--- src/rtl/pc_sequencer_pkg.sv ---
// rtl/pc_sequencer_pkg.sv - shared types and constants for the PC sequencer
package pc_sequencer_pkg;

  localparam int unsigned XLEN = 32;
  localparam logic [XLEN-1:0] PC_STEP = 32'd4;
  localparam logic [XLEN-1:0] RESET_PC_DEFAULT = 32'h0000_0000;

  typedef enum logic [1:0] {
    ST_BOOT = 2'd0,
    ST_RUN  = 2'd1,
    ST_HALT = 2'd2,
    ST_TRAP = 2'd3
  } pc_state_e;

  // Instruction addresses must be word aligned.
  function automatic logic is_aligned(input logic [XLEN-1:0] addr);
    return (addr[1:0] == 2'b00);
  endfunction

endpackage

--- src/rtl/pc_next_mux.sv ---
// rtl/pc_next_mux.sv - combinational next-PC priority selection
module pc_next_mux
  import pc_sequencer_pkg::*;
(
  input  logic [XLEN-1:0] pc_i,
  input  logic            halt_i,
  input  logic            redirect_valid_i,
  input  logic [XLEN-1:0] redirect_target_i,
  input  logic            stall_i,
  input  logic            fetch_fire_i,
  output logic [XLEN-1:0] pc_next_o,
  output logic            take_halt_o,
  output logic            take_trap_o,
  output logic            take_redirect_o,
  output logic            take_fetch_o
);

  // Priority: halt, misaligned redirect, aligned redirect, stall, accepted fetch.
  // A redirect wins over stall and over a fetch accepted in the same cycle.
  always_comb begin
    pc_next_o       = pc_i;
    take_halt_o     = 1'b0;
    take_trap_o     = 1'b0;
    take_redirect_o = 1'b0;
    take_fetch_o    = 1'b0;
    if (halt_i) begin
      take_halt_o = 1'b1;
    end else if (redirect_valid_i && !is_aligned(redirect_target_i)) begin
      take_trap_o = 1'b1;
    end else if (redirect_valid_i) begin
      take_redirect_o = 1'b1;
      pc_next_o       = redirect_target_i;
    end else if (stall_i) begin
      pc_next_o = pc_i;
    end else if (fetch_fire_i) begin
      take_fetch_o = 1'b1;
      pc_next_o    = pc_i + PC_STEP;
    end
  end

endmodule

--- src/rtl/pc_sequencer.sv ---
// rtl/pc_sequencer.sv - program counter sequencer feeding instruction fetch
module pc_sequencer
  import pc_sequencer_pkg::*;
#(
  parameter logic [XLEN-1:0] RESET_PC = RESET_PC_DEFAULT
) (
  input  logic            clock,
  input  logic            reset,
  input  logic            redirectValid,
  input  logic [XLEN-1:0] redirectTarget,
  input  logic            stall,
  input  logic            halt,
  input  logic            fetchReady,
  output logic            fetchValid,
  output logic [XLEN-1:0] fetchAddr,
  output logic [XLEN-1:0] outPCNext,
  output logic            flush,
  output logic            misaligned,
  output logic            halted
);

  pc_state_e       state_q, state_d;
  logic [XLEN-1:0] pc_q, pc_d;
  logic [XLEN-1:0] out_pc_next_q, out_pc_next_d;
  logic            flush_q, flush_d;
  logic            misaligned_q, misaligned_d;
  logic            halted_q, halted_d;

  logic [XLEN-1:0] mux_pc_next;
  logic            take_halt, take_trap, take_redirect, take_fetch;
  logic            run;

  assign run = (state_q == ST_RUN);

  pc_next_mux u_pc_next_mux (
    .pc_i              (pc_q),
    .halt_i            (halt),
    .redirect_valid_i  (redirectValid),
    .redirect_target_i (redirectTarget),
    .stall_i           (stall),
    .fetch_fire_i      (run & fetchReady),
    .pc_next_o         (mux_pc_next),
    .take_halt_o       (take_halt),
    .take_trap_o       (take_trap),
    .take_redirect_o   (take_redirect),
    .take_fetch_o      (take_fetch)
  );

  // Next-state and register updates; the mux decisions only apply in RUN.
  always_comb begin
    state_d       = state_q;
    pc_d          = pc_q;
    out_pc_next_d = out_pc_next_q;
    flush_d       = 1'b0;
    misaligned_d  = misaligned_q;
    halted_d      = halted_q;
    case (state_q)
      ST_BOOT: state_d = ST_RUN;
      ST_RUN: begin
        if (take_halt) begin
          state_d  = ST_HALT;
          halted_d = 1'b1;
        end else if (take_trap) begin
          state_d      = ST_TRAP;
          misaligned_d = 1'b1;
        end else if (take_redirect) begin
          pc_d    = mux_pc_next;
          flush_d = 1'b1;
        end else if (take_fetch) begin
          pc_d          = mux_pc_next;
          out_pc_next_d = pc_q;
        end
      end
      ST_HALT: state_d = ST_HALT;
      ST_TRAP: state_d = ST_TRAP;
      default: state_d = ST_BOOT;
    endcase
  end

  // State and output registers with asynchronous reset.
  always_ff @(posedge clock or posedge reset) begin
    if (reset) begin
      state_q       <= ST_BOOT;
      pc_q          <= RESET_PC;
      out_pc_next_q <= RESET_PC;
      flush_q       <= 1'b0;
      misaligned_q  <= 1'b0;
      halted_q      <= 1'b0;
    end else begin
      state_q       <= state_d;
      pc_q          <= pc_d;
      out_pc_next_q <= out_pc_next_d;
      flush_q       <= flush_d;
      misaligned_q  <= misaligned_d;
      halted_q      <= halted_d;
    end
  end

  assign fetchValid = run;
  assign fetchAddr  = pc_q;
  assign outPCNext  = out_pc_next_q;
  assign flush      = flush_q;
  assign misaligned = misaligned_q;
  assign halted     = halted_q;

endmodule
--- config.mk ---
export PLATFORM = sky130hd
export DESIGN_NAME = pc_sequencer
export DESIGN_NICKNAME = d
export VERILOG_FILES = /design/src/rtl/pc_sequencer_pkg.sv /design/src/rtl/pc_next_mux.sv /design/src/rtl/pc_sequencer.sv
export SDC_FILE = /design/constraint.sdc
export NUM_CORES = 1
export LEC_CHECK = 0
export CORE_ASPECT_RATIO = 0.8
export CORE_MARGIN = 3
export CORE_UTILIZATION = 47
export CTS_CLUSTER_SIZE = 10
export DETAILED_ROUTE_END_ITERATION = 12
export PLACE_DENSITY = 0.8
export SLEW_MARGIN = 20
export SYNTH_ARGS = -nofsm -noshare
export SYNTH_HDL_FRONTEND = slang
export SYNTH_SLANG_ARGS = --single-unit
export TNS_END_PERCENT = 100
--- constraint.sdc ---
create_clock -name clock -period 2.5 [get_ports clock]
set_input_delay 0.5 -clock clock [delete_from_list [all_inputs] [get_ports clock]]
set_output_delay 0.5 -clock clock [all_outputs]
set_load 0.05 [all_outputs]
==> summary.md, run 1 <==
| Metric | Value |
|---|---|
| Ys Warns | `0` |
| Layout cells sized above 1 | `a little under an eighth` |
| GP Congestion | `roughly 0.9` |
| Die ar. | `8660 sq um` |
| Syn nets | `~430` |
| CP Data Arrival Time | `between 2000 and 3000 ps` |
| Most frequent cell after synthesis | `nand2_1` |
| Pin count of the biggest net entering global routing | `70` |
| Clock share of power | `39.0%` |
| Status | `finished clean` |
| Dpl ws | `between 20 and 30 ps` |
| Post-CTS Setup Bufs | `0` |
| FILL cells | `564` |
| Main flop type after synthesis | `dfrtp_1` |
| CTS Buf Count | `9` |
| Seq pwr share | `between 40% and 50%` |
| Area contributors post-synth | `dfrtp_1 (48%), nand2_1 (12%), o21ai_0 (3.1%)` |
| Total GRT Usage | `24.4%` |
| I/O pin total | `around 110` |
| Via count | `around 3400` |
| Die width | `about 100 um` |
| CTS tree | `done` |
| Switching share of power | `between 20% and 30%` |
| Setup Skew | `around 5.6 ps` |
| Mean cell area of the mapped netlist | `roughly 9.1 sq um` |
| Worst-Margin Slew | `~510 ps` |
| Final Max Slew Viols | `0` |
| Power per cell area | `474 nW/um^2` |
| Clock slew at reported path FFs | `~80 ps` |
| Sw power | `about 640 uW` |
| Async S/R FF share, synth | `between 90% and 100%` |
| Leakage | `about 2.2 nW` |
| DRT Wirelength | `between 9 and 10 mm` |
| Crit path capture type | `register` |
| Internal power | `1.72 mW` |
| DR pass1 iterations | `5` |
| Number of library cell types mapped by synthesis | `59` |
| Starting Density | `between 40% and 50%` |
| Overflow after GRT | `0` |
| CP required | `about 2700 ps` |
| RSZ-0062 raised after global routing | `false` |
| Setup CP Type | `register to register` |
| Sequential fraction of the synthesis area | `48.5%` |
| Top-area cell type share of the netlist area | `48.5%` |
| Routed WL per cell | `around 16 um` |
| Die height | `approximately 84 um` |
| Final Critical Period | `roughly 2300 ps` |
| DR vias/cell | `5.61` |
| Post-detailed-route count of antenna-violating nets | `0` |
| Final WS setup | `around 170 ps` |
| Synth-to-Final Area Change | `40.2%` |
| First-pass GRT wire length | `approximately 17 mm` |
| Vias in the first global route | `roughly 3400` |
| CP max FO | `7` |
| Final setup viols | `0` |
| Clock Tree Root | `clkbuf_8` |
| NumNets Final | `547` |
| Drt drc | `0` |
| Fin util | `a little over two thirds` |
| Cts hold-fix bufs | `0` |
| Synthesized flop and latch total | `69` |
| Fin crit share | `93.1%` |
| Hold Vio Cnt, Final | `0` |
| Syn Inst Count | `393` |
| Combinational share of power | `between 10% and 20%` |
| Worst-Skew Late Latency | `about 350 ps` |
| Synth area leader | `dfrtp_1` |
| Htree depth | `3` |
| Max Cap Viol | `0` |
| Initial antenna violation count | `0` |
| Max Clock Freq | `between 0.4 and 0.5 GHz` |
| Post-Syn Area | `3560 sq um` |
| PortBufs | `105` |
| Clk sinks | `69` |
| Type of the worst min-delay path | `register to register` |
| Setup crit start kind | `register` |
| Total negative slack | `0 ps` |
| Post-synth EDFFs | `0` |
| Clock buffer depth | `2` |
| Post-detail-place hpwl | `7.12 mm` |
| Post-synth top cells | `nand2_1 (112), dfrtp_1 (69), o21ai_0 (22)` |
| Core area | `7130 sq um` |
| Max_slew headroom | `between 60% and 70%` |
| Max VDD drop | `approximately 0.33 mV` |
| Post_cts resized | `0` |
| Number of diodes | `0` |
| Initial DRC Count | `between 300 and 400` |
| Cell Rows | `27` |
==> placed cells by master (no fill, tap or decap), types with 9 or more instances in the layout <==
cell and n:
buf_4 21, a21oi_1 19, clkdlybuf4s50_1 105, o21ai_0 22, nor3_1 9, dfrtp_1 69, nor2_1 18, nand3_1 12
clkbuf_8 9, nand2_1 112
==> cells by family (layout without fill, tap and decap cells) <==
group	count (synthesis)	count (layout)	synth area share [%]
and+or+nand+nor	202	202	27.8
AOI/OAI and AO/OA	86	86	15.8
DFF	69	69	48.5
buffers and inverters	31	151	6.39
muxes	4	4	1.19
adders and majority gates	1	1	0.351
==> power by group through the flow <==
stage / clock [mW] / sequential (mW) / combinational [mW]
floorplan: 0 / 1.25 / 0.0861
global placement: 0 / 1.18 / 0.278
detailed placement: 0 / 1.18 / 0.282
CTS: 0.942 / 1.16 / 0.283
global route: 0.987 / 1.17 / 0.301
finish: 0.923 / 1.16 / 0.281
==> cell type report <==
class / instances / area (sq um) / area share, %
clock inverter: 7 / 76.3 / 1.53
multi-input combinational: 293 / 1610 / 32.3
sequential: 69 / 1730 / 34.6
timing repair buffer: 131 / 1310 / 26.2
tap: 101 / 126 / 2.53
clock buffer: 9 / 124 / 2.48
inverter: 4 / 15.0 / 0.301
==> critical path: stages, from the launching register on <==
cell     delay, ps
dfrtp_1        450
ha_1           280
and4_1         300
nand3_4        160
nor4_4         390
mux2_2         380
a221o_1        260
==> through the flow <==
| stage | hold slack (ps) | power [mW] | instance area [sq um] | std cells |
|---|---|---|---|---|
| 3_5_place_dp | 448 | 1.47 | 4790 | 598 |
| 6_report | 468 | 2.37 | 4990 | 614 |
| 2_1_floorplan | 488 | 1.33 | 3560 | 393 |
| 4_1_cts | 468 | 2.39 | 4990 | 614 |
| 3_3_place_gp | 442 | 1.46 | 4790 | 598 |
| 5_1_grt | 493 | 2.45 | 4990 | 614 |
==> sequential cells by signal, summed over array words and instances (netlist names) <==
register,count
outPCNext,32
fetchAddr,32
halted,1
misaligned,1
state_q,2
flush,1
==> worst paths after layout <==
path                                   start             to  slack [ps]  cells past startpoint
max in group asynchronous              reset     state_q[1]        1660                      3
worst max register to register  fetchAddr[3]  fetchAddr[28]         170                      6
worst min register to register    misaligned     misaligned         470                      1
worst min-delay path              misaligned     misaligned         470                      1
min in group asynchronous              reset   outPCNext[4]         530                      3
worst max-delay path            fetchAddr[3]  fetchAddr[28]         170                      6
==> metal layers <==
| layer | GRT usage, % | up-vias | part of all wire [%] |
|---|---|---|---|
| met2 | 37.1 | 145 | 47 |
| met1 | 34.1 | 1668 | 43 |
| met5 | 0 | - | 0 |
| li1 | - | 1618 | - |
| met3 | 6.60 | 16 | 7.9 |
| met4 | 6.71 | 0 | 1.6 |
(Power assumes the default switching activity.)
==> inputs of run 2 (changes only) <==
- SETUP_SLACK_MARGIN: default -> 0.5
==> run 2 against run 1 <==
Cell count rose by 0.65%; cell area rose by 0.53%; wire length rose by 4.7%; worst setup slack improved by 340 ps; register-to-register slack improved by 390 ps; hold slack got worse by 10 ps; first-iteration DRC count fell by 8.2%; non-clock buffer count rose by 4; critical path type is now input pin to register.
==> summary.md, run 2 (same netlist as run 1, synthesis figures left out) <==
| Metric | Value |
|---|---|
| Status | `finished clean` |
| Hold Vio Cnt, Final | `0` |
| Most frequent cells in the layout | `nand2_1 (112), dlygate4sd2_1 (66), dfrtp_1 (49), clkdlybuf4s50_1 (35), buf_4 (22)` |
| Synth-to-Final Area Change | `40.9%` |
| GP Congestion | `0.899` |
| Power per cell area | `449 nW/um^2` |
| Total GRT Usage | `between 20% and 30%` |
| Setup crit start kind | `input pin` |
| Leakage | `around 2.5 nW` |
| CTS tree | `done` |
| Setup CP Type | `input pin to register` |
| Die ar. | `8660 sq um` |
| Post-detail-place hpwl | `approximately 7 mm` |
| PortBufs | `~110` |
| Post-detailed-route count of antenna-violating nets | `0` |
| Htree depth | `3` |
| Final Max Slew Viols | `0` |
| Reg2reg setup slack | `between 500 and 600 ps` |
| Crit-path leading delay family | `simple AND/OR/NAND/NOR gates` |
| Worst reg2reg path depth | `6` |
| RR Endpoint | `fetchAddr[28]` |
| Largest stage delay on the critical path | `about 440 ps` |
| Die height | `between 80 and 90 um` |
| Via count | `3578` |
| Clock buffer depth | `2` |
| Clock slew at reported path FFs | `70 ps` |
| Most common cell after layout, fill and taps aside | `nand2_1` |
| Layout cells sized above 1 | `about 18%` |
| Max VDD drop | `approximately 0.32 mV` |
| Critical path's slowest cell | `clkdlybuf4s50_1` |
| Max Clock Freq | `around 0.5 GHz` |
| CP Launch Point | `fetchReady` |
| CTS Buf Count | `9` |
| Core area | `7130 sq um` |
| CP cell instances | `clkdlybuf4s50_1 > or3b_4 > or2_4 > nand2_4 > buf_12 > o21ai_1 > a221o_1` |
| Die width | `slightly above 100 um` |
| Cts hold-fix bufs | `0` |
| Worst-Margin Slew | `approximately 520 ps` |
| Fin crit share | `79.5%` |
| DRT Wirelength | `10.5 mm` |
| Initial DRC Count | `~340` |
| Max Cap Viol | `0` |
| Clk sinks | `between 60 and 70` |
| Final Critical Period | `just under 2000 ps` |
| Critical Path End | `fetchAddr[28]` |
| Routed WL per cell | `approximately 17 um` |
| Worst Path Buf+Inv | `2` |
| Number of diodes | `0` |
| CP Data Arrival Time | `2220 ps` |
| Vias in the first global route | `roughly 3300` |
| Max_slew headroom | `roughly two thirds` |
| HP Start | `halted` |
| Final Instance Count excl. Fillers | `between 600 and 700` |
| Setup Skew | `between 5 and 6 ps` |
| Cells after DPL | `590` |
| Drt drc | `0` |
| Final instance area | `~5000 sq um` |
| Cell Rows | `27` |
| Clock Tree Root | `clkbuf_8` |
| Instance count on the critical path | `7` |
| I/O pin total | `around 110` |
| DR pass1 iterations | `5` |
| Placed Area | `approximately 4700 sq um` |
| Crit path capture type | `register` |
| CP max FO | `11` |
| Worst-Skew Late Latency | `between 300 and 400 ps` |
| Initial antenna violation count | `0` |
| DR vias/cell | `between 5 and 6` |
| Type of the worst min-delay path | `register to register` |
| First-pass GRT wire length | `roughly 17 mm` |
| RSZ-0062 raised after global routing | `true` |
| Overflow after GRT | `0` |
| Pin count of the biggest net entering global routing | `70` |
| NumNets Final | `~550` |
| Starting Density | `about half` |
| Final total power | `2.25 mW` |
| Total negative slack | `0 ps` |
| R2r startpoint | `fetchAddr[2]` |
| CP required | `approximately 2700 ps` |
| Final setup viols | `0` |
-- run 2: cell count changes in the layout (fill, tap and decap cells not counted), moves of 3 or more --
cell and delta:
clkbuf_2 +3, clkdlybuf4s50_1 -70, dfrtp_1 -20, buf_6 +3
or3b_4 +3, clkinv_4 -3, dfrtp_2 +20, dlygate4sd2_1 +66
clkinv_2 +3
-- run 2: metrics by stage --
step           utilization [%]  hold slack (ps)  worst slack, ps
6_report                  70.4              457              511
5_1_grt                   70.4              490              480
4_1_cts                   68.5              464              448
3_5_place_dp              66.3              448             33.9
3_3_place_gp              66.3              444             86.8
2_1_floorplan                -              488              228
-- run 2: cell type report --
| class | instances | area (sq um) |
|---|---|---|
| tap | 101 | 126 |
| multi-input combinational | 293 | 1680 |
| timing repair buffer | 135 | 1270 |
| clock inverter | 5 | 27.5 |
| clock buffer | 11 | 141 |
| sequential | 69 | 1750 |
| fill | 598 | 2110 |
| inverter | 4 | 18.8 |
-- run 2: how the worst min path moves through the flow --
stage	end	slack [ps]	depth (start not counted)
finish	halted	460	1
global route	halted	490	1
CTS	halted	460	1
detailed placement	halted	450	1
global placement	halted	440	1
floorplan	state_q[1]	490	1
-- run 2: power breakdown --
group          internal [mW]  switching [mW]
clock                  0.380           0.432
combinational          0.113           0.155
sequential              1.14          0.0326
-- run 2: timing repair --
| action | 4_1_cts | 5_1_grt |
|---|---|---|
| buffers inserted | 1 | 9 |
| setup endpoints to repair | 86 | 18 |
| gates cloned | 1 | 1 |
| pin swaps | 2 | 5 |
| resized for setup | 77 | 19 |
-- run 2: metal layers --
layer	GRT usage (%)	routed length (um)	up-vias
li1	-	-	1632
met1	33.7	4390	1716
met2	36.2	4900	214
met3	6.77	1050	16
met4	6.82	124	0
met5	0	0	-
==> inputs of run 3 (changes only) <==
- CORE_UTILIZATION: 47 -> 43
- PLACE_DENSITY: 0.8 -> 0.77
- clock period: 2.5 -> 1.6 ns (I/O delays scaled with it)
==> run 3 against run 2 <==
The flow now stops in global routing (5_1_grt); synthesized cell count unchanged; synthesized area unchanged.
==> summary.md, run 3 <==
| Metric | Value |
|---|---|
| Die height | `a little under 90 um` |
| I/O pin total | `about 110` |
| Sequential fraction of the synthesis area | `48.5%` |
| Overflow after GRT | `between 400 and 500` |
| Pin count of the biggest net entering global routing | `70` |
| Most frequent cell after synthesis | `nand2_1` |
| Async S/R FF share, synth | `between 90% and 100%` |
| Post-detail-place hpwl | `~8.0 mm` |
| WEP type | `register input` |
| Main flop type after synthesis | `dfrtp_1` |
| Post-synth top cells | `nand2_1 (112), dfrtp_1 (69), o21ai_0 (22)` |
| PortBufs | `roughly 110` |
| Post-synth EDFFs | `0` |
| Starting Density | `between 40 and 50%` |
| Clock buffer depth | `2` |
| GP Congestion | `between 0.8 and 0.9` |
| Stage reached | `global routing (5_1_grt)` |
| Synthesized flop and latch total | `around 70` |
| Area contributors post-synth | `dfrtp_1 (48%), nand2_1 (12%), o21ai_0 (3.1%)` |
| Cells after DPL | `between 600 and 700` |
| First error | `[ERROR GRT-0232] Routing congestion too high. Check the congestion heatmap in the GUI.` |
| Syn Inst Count | `roughly 400` |
| Cell Rows | `29` |
| CTS Buf Count | `9` |
| Total GRT Usage | `92.0%` |
| Mean cell area of the mapped netlist | `~9 sq um` |
| Die width | `108 um` |
| Top-area cell type share of the netlist area | `roughly 48%` |
| Clock Tree Root | `clkbuf_8` |
| Number of library cell types mapped by synthesis | `59` |
| Synth area leader | `dfrtp_1` |
| Ys Warns | `0` |
| Status | `aborted with a tool error` |
| Syn nets | `about 430` |
| Last worst endpoint in the global-route repair_timing | `fetchAddr[30]$_DFFE_PP0P_/D` |
| Clk sinks | `69` |
| Htree depth | `3` |
| Initial antenna violation count | `4` |
| Post-Syn Area | `~3600 sq um` |
[run 3: metal layers]
layer | track usage [%] | overflow
met1 | 84.9 | 6
met2 | 111 | 286
met3 | 74.9 | 10
met4 | 109 | 190
met5 | 36.3 | 3
[run 3: stage by stage]
step | hold slack, ps | util, % | cell area, sq um | setup WS, ps
after detailed placement | 453 | 68.9 | 5500 | -672
after floorplan | 405 | - | 3770 | -390
after CTS | 417 | 89.2 | 7120 | -191
after global placement | 442 | 68.9 | 5500 | -597
[run 3: kinds of logic after synthesis]
logic type / after synthesis / share of synthesized area (%)
compound gates: 86 / 15.8
buf+inv: 31 / 6.39
flops: 69 / 48.5
simple gates: 202 / 27.8
mux: 4 / 1.19
fa+ha+maj: 1 / 0.351
[run 3: what timing repair did]
action                                  in CTS
setup buffers                               63
hold buffers                                 0
gates cloned                                 8
gates resized for setup                    206
endpoints found under the setup margin     135
pin swaps                                   67
==> inputs of run 4 (changes only) <==
- CORE_ASPECT_RATIO: 0.8 -> default
- CORE_UTILIZATION: 43 -> 40
- CTS_CLUSTER_SIZE: 10 -> default
- PLACE_DENSITY: 0.77 -> default
- PLACE_DENSITY_LB_ADDON: default -> 0.15
- SETUP_SLACK_MARGIN: 0.5 -> default
- clock period: 1.6 -> 2.1 ns (I/O delays scaled with it)
==> run 4 against run 3 <==
The run now ends clean.
==> summary.md, run 4 (same netlist as run 1, synthesis figures left out) <==
| Metric | Value |
|---|---|
| NumNets Final | `roughly 570` |
| CP required | `~1700 ps` |
| FILL cells | `about 750` |
| Reg2reg setup slack | `between 100 and 150 ps` |
| Area occupied by registers | `approximately 1700 sq um` |
| Post-Route Hold Slack | `roughly 470 ps` |
| DR pass1 iterations | `4` |
| Clock Tree Root | `clkbuf_8` |
| Cell Rows | `33` |
| Layout cells sized above 1 | `approximately a fifth` |
| RR Endpoint | `fetchAddr[28]` |
| Htree depth | `3` |
| DR vias/cell | `about 5.4` |
| Die width | `approximately 100 um` |
| Setup Skew | `approximately 8.4 ps` |
| Core area | `approximately 8400 sq um` |
| Largest stage delay on the critical path | `850 ps` |
| Crit-path leading delay family | `buffers and inverters` |
| Most common cell after layout, fill and taps aside | `nand2_1` |
| Max Clock Freq | `0.484 GHz` |
| Setup crit start kind | `register` |
| Worst reg2reg path depth | `6` |
| Final instance area | `between 5000 and 6000 sq um` |
| Status | `finished clean` |
| Synth-to-Final Area Change | `44.6%` |
| Type of the worst min-delay path | `register to register` |
| Pin count of the biggest net entering global routing | `70` |
| Post-detailed-route count of antenna-violating nets | `0` |
| Die ar. | `10100 sq um` |
| Hold Vio Cnt, Final | `0` |
| R2r startpoint | `fetchAddr[2]` |
| Initial antenna violation count | `0` |
| CP max FO | `6` |
| CTS Buf Count | `9` |
| DRT Wirelength | `10.1 mm` |
| Critical path's slowest cell | `clkdlybuf4s50_1` |
| Fin crit share | `98.4%` |
| Final Critical Period | `2070 ps` |
| Multi-input logic area | `1620 sq um` |
| Clk sinks | `a little under 70` |
| RSZ-0062 raised after global routing | `false` |
| Max Cap Viol | `0` |
| PortBufs | `105` |
| Total GRT Usage | `a little over a fifth` |
| GP Congestion | `roughly 0.87` |
| Setup CP Type | `register to output pin` |
| Max_slew headroom | `about two thirds` |
| Number of diodes | `0` |
| Initial DRC Count | `roughly 200` |
| Crit path capture type | `output pin` |
| Cts hold-fix bufs | `0` |
| First-pass GRT wire length | `roughly 17 mm` |
| Overflow after GRT | `0` |
| Clock buffer depth | `2` |
| Final setup viols | `0` |
| CP Launch Point | `fetchAddr[21]` |
| Worst-Skew Late Latency | `around 350 ps` |
| Most frequent cells in the layout | `nand2_1 (112), clkdlybuf4s50_1 (86), dfrtp_1 (57), buf_4 (53), o21ai_0 (22)` |
| Power per cell area | `roughly 530 nW/um^2` |
| CTS tree | `done` |
| Max VDD drop | `between 0.2 and 0.3 mV` |
| Instance count on the critical path | `1` |
| CP Data Arrival Time | `around 1700 ps` |
| Drt drc | `0` |
| Post-detail-place hpwl | `7.48 mm` |
| Worst Path Buf+Inv | `1` |
| Die height | `100 um` |
| Starting Density | `between 40% and 50%` |
| Placed Area | `approximately 4900 sq um` |
| Leakage | `~2.5 nW` |
| Critical Path End | `fetchAddr[21]` |
| Final total power | `2.72 mW` |
| Clock slew at reported path FFs | `~70 ps` |
| Post-CTS Setup Bufs | `0` |
| Routed WL per cell | `15.8 um` |
| CP cell instances | `clkdlybuf4s50_1` |
| Vias in the first global route | `roughly 3400` |
| Worst-Margin Slew | `~500 ps` |
| Final Max Slew Viols | `0` |
| I/O pin total | `106` |
| Via count | `3459` |
run 4: report_power, final:
group | switching (mW) | leakage, nW | internal, mW
Combinational | 0.201 | 1.45 | 0.158
Sequential | 0.0215 | 0.907 | 1.36
Clock | 0.497 | 0.0921 | 0.487
run 4: metal layers:
| metal | vias to the layer above | part of all wire, % | global-route usage, % |
|---|---|---|---|
| met5 | - | 0 | 0 |
| met4 | 0 | 2.1 | 10.1 |
| met3 | 21 | 5.3 | 4.10 |
| met2 | 111 | 47 | 31.4 |
| met1 | 1659 | 45 | 28.9 |
| li1 | 1668 | - | - |
run 4: worst min path at each step:
stage / cells after the start / slack (ps) / end / startpoint
after global placement: 1 / 440 / halted / halted
after global routing: 2 / 500 / outPCNext[24] / outPCNext[24]
after floorplan: 1 / 490 / state_q[1] / state_q[1]
final: 2 / 470 / outPCNext[4] / outPCNext[4]
after CTS: 1 / 480 / halted / halted
after detailed placement: 1 / 460 / halted / halted
run 4: final cells by class:
class | instances | share of cell area (%)
Sequential cell | 69 | 33.8
Multi-Input combinational cell | 293 | 31.5
Timing Repair Buffer | 155 | 28.3
Clock buffer | 12 | 3.01
Tap cell | 105 | 2.55
Clock inverter | 4 | 0.437
Inverter | 4 | 0.365
run 4: metrics by stage:
stage	TNS, ps	worst slack, ps	instances	utilization, %
6_report	0	33.9	642	61.1
5_1_grt	0	0.317	642	61.1
4_1_cts	0	3.56	642	60.7
3_5_place_dp	-6360	-237	626	58.7
3_3_place_gp	-4090	-206	626	58.7
2_1_floorplan	-202	-202	393	-
run 4: timing repair:
item                                    CTS  global route
hold endpoints to repair                  0             0
endpoints found under the setup margin    4            13
gates resized for setup                   4            12
